## config.mk

```make
export PLATFORM = sky130hd
export DESIGN_NAME = shift_sequencer_flat
export DESIGN_NICKNAME = d
export VERILOG_FILES = /design/src/rtl/shift_pkg.sv /design/src/rtl/shift_sequencer_if.sv /design/src/rtl/shift_step.sv /design/src/rtl/shift_sequencer.sv /design/src/flat_wrapper.sv
export SDC_FILE = /design/constraint.sdc
export NUM_CORES = 1
export LEC_CHECK = 0
export BUFFER_PORTS_ARGS = -buffer_cell sky130_fd_sc_hd__clkbuf_2
export CAP_MARGIN = 20
export CORE_MARGIN = 1.5
export CORE_UTILIZATION = 55
export CTS_BUF_LIST = sky130_fd_sc_hd__clkbuf_4
export CTS_CLUSTER_DIAMETER = 200
export CTS_CLUSTER_SIZE = 12
export DETAILED_ROUTE_END_ITERATION = 8
export GPL_TIMING_DRIVEN = 0
export PLACE_DENSITY = 0.89
export SYNTH_ARGS = -nofsm -noshare
export SYNTH_HDL_FRONTEND = slang
export SYNTH_SLANG_ARGS = --single-unit
```

## constraint.sdc

```tcl
create_clock -name clk -period 2.7 [get_ports clk]
set_input_delay 0.54 -clock clk [delete_from_list [all_inputs] [get_ports clk]]
set_output_delay 0.54 -clock clk [all_outputs]
set_load 0.02 [all_outputs]
```

## src/rtl/shift_pkg.sv

```systemverilog
// Shared types for the shift sequencer: shift-op encoding, FSM states and
// the raw-op decoder.
package shift_pkg;

  typedef enum logic [1:0] {
    SHIFT_SLL = 2'b00,
    SHIFT_SRL = 2'b01,
    SHIFT_SRA = 2'b10
  } shift_op_e;

  typedef enum logic [1:0] {
    IDLE  = 2'b00,
    SHIFT = 2'b01,
    DONE  = 2'b10
  } state_e;

  // Largest distance covered in a single step; smaller remainders go one bit at a time.
  localparam int unsigned BigStep = 4;

  // The reserved encoding 2'b11 behaves as a left shift.
  function automatic shift_op_e decode_op(input logic [1:0] raw);
    case (raw)
      2'b01:   return SHIFT_SRL;
      2'b10:   return SHIFT_SRA;
      default: return SHIFT_SLL;
    endcase
  endfunction

endpackage

```

## src/rtl/shift_sequencer_if.sv

```systemverilog
// Command/result handshake bundle between a requester (master) and the
// shift sequencer (slave).
interface shift_sequencer_if #(
  parameter int unsigned DATA_WIDTH  = 32,
  parameter int unsigned SHAMT_WIDTH = 5
);

  logic                   start_valid;
  logic                   start_ready;
  logic [1:0]             op;
  logic [DATA_WIDTH-1:0]  src_a;
  logic [SHAMT_WIDTH-1:0] shamt;
  logic                   result_valid;
  logic                   result_ready;
  logic [DATA_WIDTH-1:0]  result;
  logic                   busy;

  modport master (
    output start_valid,
    output op,
    output src_a,
    output shamt,
    output result_ready,
    input  start_ready,
    input  result_valid,
    input  result,
    input  busy
  );

  modport slave (
    input  start_valid,
    input  op,
    input  src_a,
    input  shamt,
    input  result_ready,
    output start_ready,
    output result_valid,
    output result,
    output busy
  );

endinterface

```

## src/rtl/shift_step.sv

```systemverilog
// Combinational single shift step: moves the operand by 1 or 4 bit positions
// in the direction and fill mode selected by the op.
module shift_step
  import shift_pkg::*;
#(
  parameter int unsigned DATA_WIDTH = 32
) (
  input  shift_op_e             op_i,
  input  logic                  big_i,
  input  logic [DATA_WIDTH-1:0] data_i,
  output logic [DATA_WIDTH-1:0] data_o
);

  logic [2:0] amt;

  always_comb begin
    amt = big_i ? 3'd4 : 3'd1;
    case (op_i)
      SHIFT_SRL: data_o = data_i >> amt;
      // Sign bit of the captured operand survives every step, so replicating the
      // current MSB is the same as replicating the original bit DATA_WIDTH-1.
      SHIFT_SRA: data_o = $signed(data_i) >>> amt;
      default:   data_o = data_i << amt;
    endcase
  end

endmodule

```

## src/rtl/shift_sequencer.sv

```systemverilog
// Multi-cycle shifter: accepts one command, shifts by 4 while at least four
// positions remain and by 1 otherwise, then holds the result until taken.
module shift_sequencer
  import shift_pkg::*;
#(
  parameter int unsigned DATA_WIDTH  = 32,
  parameter int unsigned SHAMT_WIDTH = 5
) (
  input logic              clk,
  input logic              reset,
  shift_sequencer_if.slave bus
);

  state_e                 state_q, state_d;
  shift_op_e              op_q, op_d;
  logic [DATA_WIDTH-1:0]  acc_q, acc_d;
  logic [SHAMT_WIDTH-1:0] rem_q, rem_d;

  logic                   big_step;
  logic [SHAMT_WIDTH-1:0] step_amt;
  logic [DATA_WIDTH-1:0]  step_out;

  always_comb begin
    big_step = 32'(rem_q) >= BigStep;
    step_amt = big_step ? SHAMT_WIDTH'(BigStep) : SHAMT_WIDTH'(1);
  end

  shift_step #(
    .DATA_WIDTH(DATA_WIDTH)
  ) u_step (
    .op_i  (op_q),
    .big_i (big_step),
    .data_i(acc_q),
    .data_o(step_out)
  );

  always_comb begin
    state_d = state_q;
    op_d    = op_q;
    acc_d   = acc_q;
    rem_d   = rem_q;
    case (state_q)
      IDLE: begin
        if (bus.start_valid) begin
          op_d    = decode_op(bus.op);
          acc_d   = bus.src_a;
          rem_d   = bus.shamt;
          state_d = (bus.shamt == '0) ? DONE : SHIFT;
        end
      end
      SHIFT: begin
        acc_d = step_out;
        rem_d = rem_q - step_amt;
        if (rem_d == '0) begin
          state_d = DONE;
        end
      end
      DONE: begin
        if (bus.result_ready) begin
          state_d = IDLE;
        end
      end
      default: state_d = IDLE;
    endcase
  end

  always_ff @(posedge clk or posedge reset) begin
    if (reset) begin
      state_q <= IDLE;
      op_q    <= SHIFT_SLL;
      acc_q   <= '0;
      rem_q   <= '0;
    end else begin
      state_q <= state_d;
      op_q    <= op_d;
      acc_q   <= acc_d;
      rem_q   <= rem_d;
    end
  end

  always_comb begin
    bus.start_ready  = (state_q == IDLE);
    bus.result_valid = (state_q == DONE);
    bus.busy         = (state_q != IDLE);
    bus.result       = acc_q;
  end

  a_shift_has_work: assert property (
    @(posedge clk) disable iff (reset) (state_q == SHIFT) |-> (rem_q != '0)
  );

  a_result_held: assert property (
    @(posedge clk) disable iff (reset)
    (bus.result_valid && !bus.result_ready) |=> (bus.result_valid && $stable(bus.result))
  );

endmodule
```

## src/flat_wrapper.sv

```systemverilog
// flat-port wrapper written by rule: the top's interface ports become plain ports
module shift_sequencer_flat import shift_pkg::*;
#(
  parameter int unsigned DATA_WIDTH  = 32,
  parameter int unsigned SHAMT_WIDTH = 5
)
  (clk, reset, bus_start_valid, bus_op, bus_src_a, bus_shamt, bus_result_ready, bus_start_ready, bus_result_valid, bus_result, bus_busy);
  shift_sequencer_if #(.DATA_WIDTH(DATA_WIDTH), .SHAMT_WIDTH(SHAMT_WIDTH)) bus_i ();
  input logic clk;
  input logic reset;
  input wire logic [$bits(bus_i.start_valid)-1:0] bus_start_valid;
  input wire logic [$bits(bus_i.op)-1:0] bus_op;
  input wire logic [$bits(bus_i.src_a)-1:0] bus_src_a;
  input wire logic [$bits(bus_i.shamt)-1:0] bus_shamt;
  input wire logic [$bits(bus_i.result_ready)-1:0] bus_result_ready;
  output wire logic [$bits(bus_i.start_ready)-1:0] bus_start_ready;
  output wire logic [$bits(bus_i.result_valid)-1:0] bus_result_valid;
  output wire logic [$bits(bus_i.result)-1:0] bus_result;
  output wire logic [$bits(bus_i.busy)-1:0] bus_busy;
  assign bus_i.start_valid = bus_start_valid;
  assign bus_i.op = bus_op;
  assign bus_i.src_a = bus_src_a;
  assign bus_i.shamt = bus_shamt;
  assign bus_i.result_ready = bus_result_ready;
  assign bus_start_ready = bus_i.start_ready;
  assign bus_result_valid = bus_i.result_valid;
  assign bus_result = bus_i.result;
  assign bus_busy = bus_i.busy;
  shift_sequencer #(.DATA_WIDTH(DATA_WIDTH), .SHAMT_WIDTH(SHAMT_WIDTH)) u_core (.clk(clk), .reset(reset), .bus(bus_i));
endmodule
```

## Yosys cells after proc, flatten, opt, wreduce, memory -nomap -nowiden

Index checks and enable logic that the tools add are counted.

- Output and inout port bits: 35
- Bits in registers: 41
- Logic and storage cells: 39
- Input bits: 43

- Mux-type cells: 13
- Reduce and logical (&&, ||, !) cells: 8
- Add/sub/neg operators: 1
- Magnitude comparators: 1
- Shift operators: 3
- Equality and inequality tests: 9

Operators with widths:

| kind | count |
|---|---|
| one-hot mux 32 bit (2 select lines) | 2 |
| 2-to-1 mux 32 bit | 1 |
| left shift 32 x 3 -> 32 bit | 1 |
| right shift 32 x 3 -> 32 bit | 1 |
| >>> shifter 32 x 3 -> 32 bit | 1 |
| zero test 5 bit | 2 |
| one-hot mux 5 bit (2 select lines) | 1 |
| 2-to-1 mux 2 bit | 4 |
| equality test 2 x 1 -> 1 bit, second input constant | 3 |
| equality test 2 bit, second input constant | 3 |
| 2-to-1 mux 3 bit | 2 |
| one-hot mux 2 bit (3 select lines) | 1 |
| greater-or-equal comparator 5 x 3 -> 1 bit, second input constant | 1 |
| 2-to-1 mux 5 bit | 1 |
| subtractor 5 bit | 1 |
| inequality test 2 bit, second input constant | 2 |
| one-hot mux 2 bit (2 select lines) | 1 |
| AND reduction 2 bit | 2 |
| nonzero test 2 bit | 2 |
| AND reduction 3 bit | 1 |
| zero test 2 bit | 1 |
| inequality test 2 x 1 -> 1 bit, second input constant | 1 |

## Longest topological paths before layout

- Depth after elaboration: 6
- Depth in mapped cells: 10
- Gate-level depth less buffers: 7

## By module

Synthesis repeated with hierarchy kept, for this count alone.

- Cell total of the unflattened synthesis: 376
- Area, all modules: 3,002.9 µm²

Modules (own cells, without submodules):

| module | cells an instance | instances | area each (µm²) |
|---|---|---|---|
| shift_sequencer | 208 | 1 | 2,033.2 |
| shift_step | 168 | 1 | 969.7 |

## Least setup slack after synthesis

No wires, ideal clock.

- Kind: register -> register
- Start point: register u_core.rem_q[3]
- End point: register u_core.state_q[0]
- Data arrival time: 2,213 ps
- Clock period less this slack: 2,350 ps
- Setup slack: 350 ps
- Library setup time: 137 ps
- Stages on the path, launching flop included: 11
- Cell sequence: dfrtp_1 buf_6 or3_4 inv_2 buf_4 buf_6 ha_1 nor3b_1 a221oi_1 nor4_1 a21oi_1

- Cells in the longest elaborated chain, start to end: 6

RTL lines:

| what | line | RTL |
|---|---|---|
| start: declaration | shift_sequencer.sv:17 | `logic [SHAMT_WIDTH-1:0] rem_q, rem_d;` |
| start signal: assignment | shift_sequencer.sv:77 | `rem_q <= rem_d;` |
| greater-or-equal comparator 5 x 3 -> 1 bit | shift_sequencer.sv:24 | `big_step = 32'(rem_q) >= BigStep;` |
| 2-to-1 mux 3 bit | shift_sequencer.sv:25 | `step_amt = big_step ? SHAMT_WIDTH'(BigStep) : SHAMT_WIDTH'(1);` |
| subtractor 5 bit (*) | shift_sequencer.sv:53 | `rem_d = rem_q - step_amt;` |
| zero test 5 bit (*) | shift_sequencer.sv:54 | `if (rem_d == '0) begin` |
| inequality test 2 x 1 -> 1 bit (no source line) (*) | - |  |
| AND reduction 3 bit (no source line) (*) | - |  |
| end signal: assignment | shift_sequencer.sv:74 | `state_q <= state_d;` |
| end: declaration | shift_sequencer.sv:14 | `state_e state_q, state_d;` |

Every way passes the cells marked *; elsewhere a longest branch is shown, timed or not.
A chain may end at the register's enable or synchronous reset.

## Worst setup path in the final report

- Start point: register u_core.rem_q[4]
- End point: register u_core.state_q[1]

The elaborated chain is that of the path after synthesis.

==> tab_implementation.tex <==
\begin{tabular}{lr}
\hline
Metric & Value \\
\hline
\multicolumn{2}{l}{\textbf{Status}} \\
\quad Status & finished clean \\
\multicolumn{2}{l}{\textbf{Setup path}} \\
\quad Family with the most delay on the worst path & simple AND/OR/NAND/NOR gates \\
\quad Critical path arrival & 2920 ps \\
\quad CP max stage delay & about 450 ps \\
\quad Standard cell with the maximum stage delay on the critical path & a221oi\_1 \\
\quad Startpoint of the most critical register-to-register path & u\_core.rem\_q[4] \\
\quad Cell chain of the critical path & buf\_2, or3\_4, inv\_2, buf\_4, ha\_2, nor2b\_1, a221oi\_1, nor4\_4, a21o\_1 \\
\quad Worst endpoint required time & 2970 ps \\
\quad Number of buffer and inverter instances along the worst setup path & 3 \\
\quad FF-to-FF setup slack & 40 ps \\
\quad Nature of the critical path endpoint & flip-flop \\
\quad Type of origin of the critical path & flip-flop \\
\quad End of the worst register-to-register path & u\_core.state\_q[1] \\
\quad Crit Path Class & flip-flop to flip-flop \\
\quad Worst-path fanout max & 19 \\
\quad Register-to-Register Path Depth & 9 \\
\multicolumn{2}{l}{\textbf{Global route}} \\
\quad Largest net degree at the start of global routing & 42 \\
\quad Number of global-route vias before repair & 3262 \\
\quad Initial antenna violation count & 0 \\
\quad First-pass GRT wire length & 15.59 mm \\
\quad Total global routing overflow & 0 \\
\quad Overall Global Routing Usage & 32.89\% \\
\multicolumn{2}{l}{\textbf{Timing}} \\
\quad Final Skew & between 9 and 10 ps \\
\quad Slew at the pin closest to its max-slew limit & 890.4 ps \\
\quad Period utilization & just under 100\% \\
\quad Endpoints failing hold & 0 \\
\quad Worst slew slack as a fraction of its limit & 40.56\% \\
\quad Total setup violations reported at the end of the flow & 0 \\
\quad Final Critical Period & 2657 ps \\
\quad Maximum achievable frequency & between 300 and 400 MHz \\
\quad Number of max-slew violations in the final report & 0 \\
\quad Sum of negative setup slack & 0 ps \\
\multicolumn{2}{l}{\textbf{Floorplanning}} \\
\quad Starting utilization of the core area & between 50 and 60\% \\
\quad Horizontal extent of the die & 76.46 µm \\
\quad Area of the core & 5140 µm² \\
\quad \# IOs & 78 \\
\quad Die span in y & 76.46 µm \\
\quad Full die area & 5846 µm² \\
\quad Row cnt & 26 \\
\multicolumn{2}{l}{\textbf{Synth}} \\
\quad Sequential-to-total area share from yosys stat & 34.57\% \\
\quad Synthesized instance count & roughly 400 \\
\quad Number of nets in the synthesized netlist & approximately 440 \\
\quad Yosys warns & 0 \\
\quad Top flip-flop cell by instance count after synthesis & dfrtp\_1 \\
\quad Post-synth EDFFs & 0 \\
\quad Post-synthesis sequential element count & 41 \\
\quad Avg Synthesized Cell Area & 7.610 µm² \\
\quad Area of the mapped netlist & $\sim$3000 µm² \\
\quad Number of unique standard cell types used by synthesis & 46 \\
\quad Share of flip-flops with an asynchronous set or reset after synthesis & 100.0\% \\
\multicolumn{2}{l}{\textbf{Clocking}} \\
\quad Cell at the root of the clock tree & clkbuf\_4 \\
\quad Total clock sinks & 41 \\
\quad Post-CTS Setup Inserts & 0 \\
\quad Hold-fix buffers, CTS & 0 \\
\quad Clock-pin slew on the worst setup and hold paths & roughly 120 ps \\
\quad Buffers from clock root to sink, at most & 2 \\
\quad CTS HTree Levels & 2 \\
\quad Total CTS buffers & 5 \\
\quad CTS tree & yes \\
\quad Clock latency of the later-clocked register in the worst-skew pair & 360 ps \\
\multicolumn{2}{l}{\textbf{Layout}} \\
\quad Most frequent cells in the layout & clkbuf\_2 (77), nor2\_1 (59), o21ai\_0 (47) \\
\quad Most common cell after layout, fill and taps aside & clkbuf\_2 \\
\quad Layout area overhead & 18.38\% \\
\quad Diode count & 0 \\
\quad Ratio of cells with drive above 1 in the final layout & 22.41\% \\
\quad Number of nets in the layout & 520 \\
\quad Non-filler instance count after layout & roughly 540 \\
\multicolumn{2}{l}{\textbf{Route}} \\
\quad Final routed wire length divided by cell count & 17.42 µm \\
\quad \# DRC & 0 \\
\quad Number of vias per cell after detailed routing & 6.396 \\
\quad Post-Route WL & 9.460 mm \\
\quad DRT antenna net count & 0 \\
\quad Via Count & 3473 \\
\quad Count of TritonRoute iterations in the first routing pass & 5 \\
\quad Drt initial violations & around 510 \\
\multicolumn{2}{l}{\textbf{Placement}} \\
\quad Post-placement cell count & between 500 and 600 \\
\quad GP Congestion & 0.9110 \\
\quad Quantity of I/O buffers inserted on ports & 77 \\
\quad Detailed Place HPWL & 6.680 mm \\
\multicolumn{2}{l}{\textbf{Power and ir drop}} \\
\quad Total power consumption of the routed design & 3.858 mW \\
\quad LEAKAGE & roughly 1.6 nW \\
\quad Maximum vdd drop & approximately 0.61 mV \\
\quad Ratio of total power to cell area & 1098 nW/µm² \\
\multicolumn{2}{l}{\textbf{Hold path}} \\
\quad Worst min-delay path category & input pin to async pin \\
\multicolumn{2}{l}{\textbf{Flow run}} \\
\quad Number of maximum-capacitance constraint violations & 0 \\
\hline
\end{tabular}
==> worst max-delay path by stage <==
stage          slack (ps)  cells after the start           endpoint             from
2_1_floorplan         350                     10  u_core.state_q[0]  u_core.rem_q[3]
3_3_place_gp           70                     10  u_core.state_q[0]  u_core.rem_q[3]
3_5_place_dp          -10                     10  u_core.state_q[0]  u_core.rem_q[4]
4_1_cts                30                     10  u_core.state_q[0]  u_core.rem_q[4]
5_1_grt               -20                      9  u_core.state_q[0]  u_core.rem_q[4]
6_report               40                      9  u_core.state_q[1]  u_core.rem_q[4]
==> layer usage <==
| layer | global-route usage, % | vias to the layer above | part of all wire, % |
|---|---|---|---|
| met3 | 5.509 | 51 | 11 |
| met4 | 13.15 | 0 | 3.3 |
| met5 | 0 | - | 0 |
| met2 | 51.61 | 257 | 46 |
| li1 | - | 1563 | - |
| met1 | 45.23 | 1602 | 40 |
==> cell families (layout without fill, tap and decap cells) <==
logic type               count (synthesis)  in the layout  synth area share, %
AND/OR/NAND/NOR                        149            149                25.63
AO/OA/AOI/OAI                          144            144                28.25
buffers and inverters                   45            128                7.251
flip-flops                              41             41                34.57
multiplexers                             6              6                2.319
adder cells (fa/ha/maj)                  4              4                1.686
XOR/XNOR                                 1              1               0.2952
==> flip-flops by register name, summed over array words and instances, names as in the netlist, named ones only <==
name,count
u_core.bus.result,31
u_core.op_q,2
u_core.rem_q,5
u_core.state_q,2
==> per-stage QoR <==
stage | instance area [µm²] | utilization [%] | setup WS, ps | hold slack (ps)
global route | 3513 | 68.35 | -16.00 | 390.3
global placement | 3441 | 66.94 | 69.25 | 493.6
CTS | 3496 | 68.01 | 27.64 | 361.2
detailed placement | 3441 | 66.94 | -12.23 | 522.7
finish | 3513 | 68.35 | 43.39 | 339.2
floorplan | 2968 | - | 349.9 | 471.1
==> cell type report <==
cell class              instances  area [µm²]
well taps                      70       87.58
repair buffers                 77       385.4
inverters                      14       52.55
fillers                       462        1627
flip-flops and latches         41        1026
clock buffers                   6       45.04
clock inverters                 1       3.754
plain buffers                  30       151.4
multi-input cells             304        1762
==> cells in the mapped netlist, types with 5 or more instances <==
master    number  area [µm²]
o21ai_0       47       235.2
o22ai_1        6       37.54
o21ai_1        6       30.03
nand3_1       11       55.05
nor2_1        59       221.5
nand2_1       11       41.29
clkbuf_1      21       78.83
and2_1        45       281.5
inv_1         12       45.04
a31oi_1       28       175.2
a21oi_1       37       185.2
buf_6          5       56.30
dfrtp_1       41        1026
nor3_1         6       30.03
==> where the power goes <==
group          switching, mW  total (mW)  internal, mW
clock network          0.208       0.313         0.105
logic                   1.61        2.49         0.882
registers              0.219        1.06         0.836
total                   2.03        3.86          1.82
==> repair_timing <==
action / in CTS / in global routing
endpoints found under the setup margin: 2 / 2
pin swaps: 0 / 1
resized for setup: 1 / 5
Power figures use the tool's default switching activity.
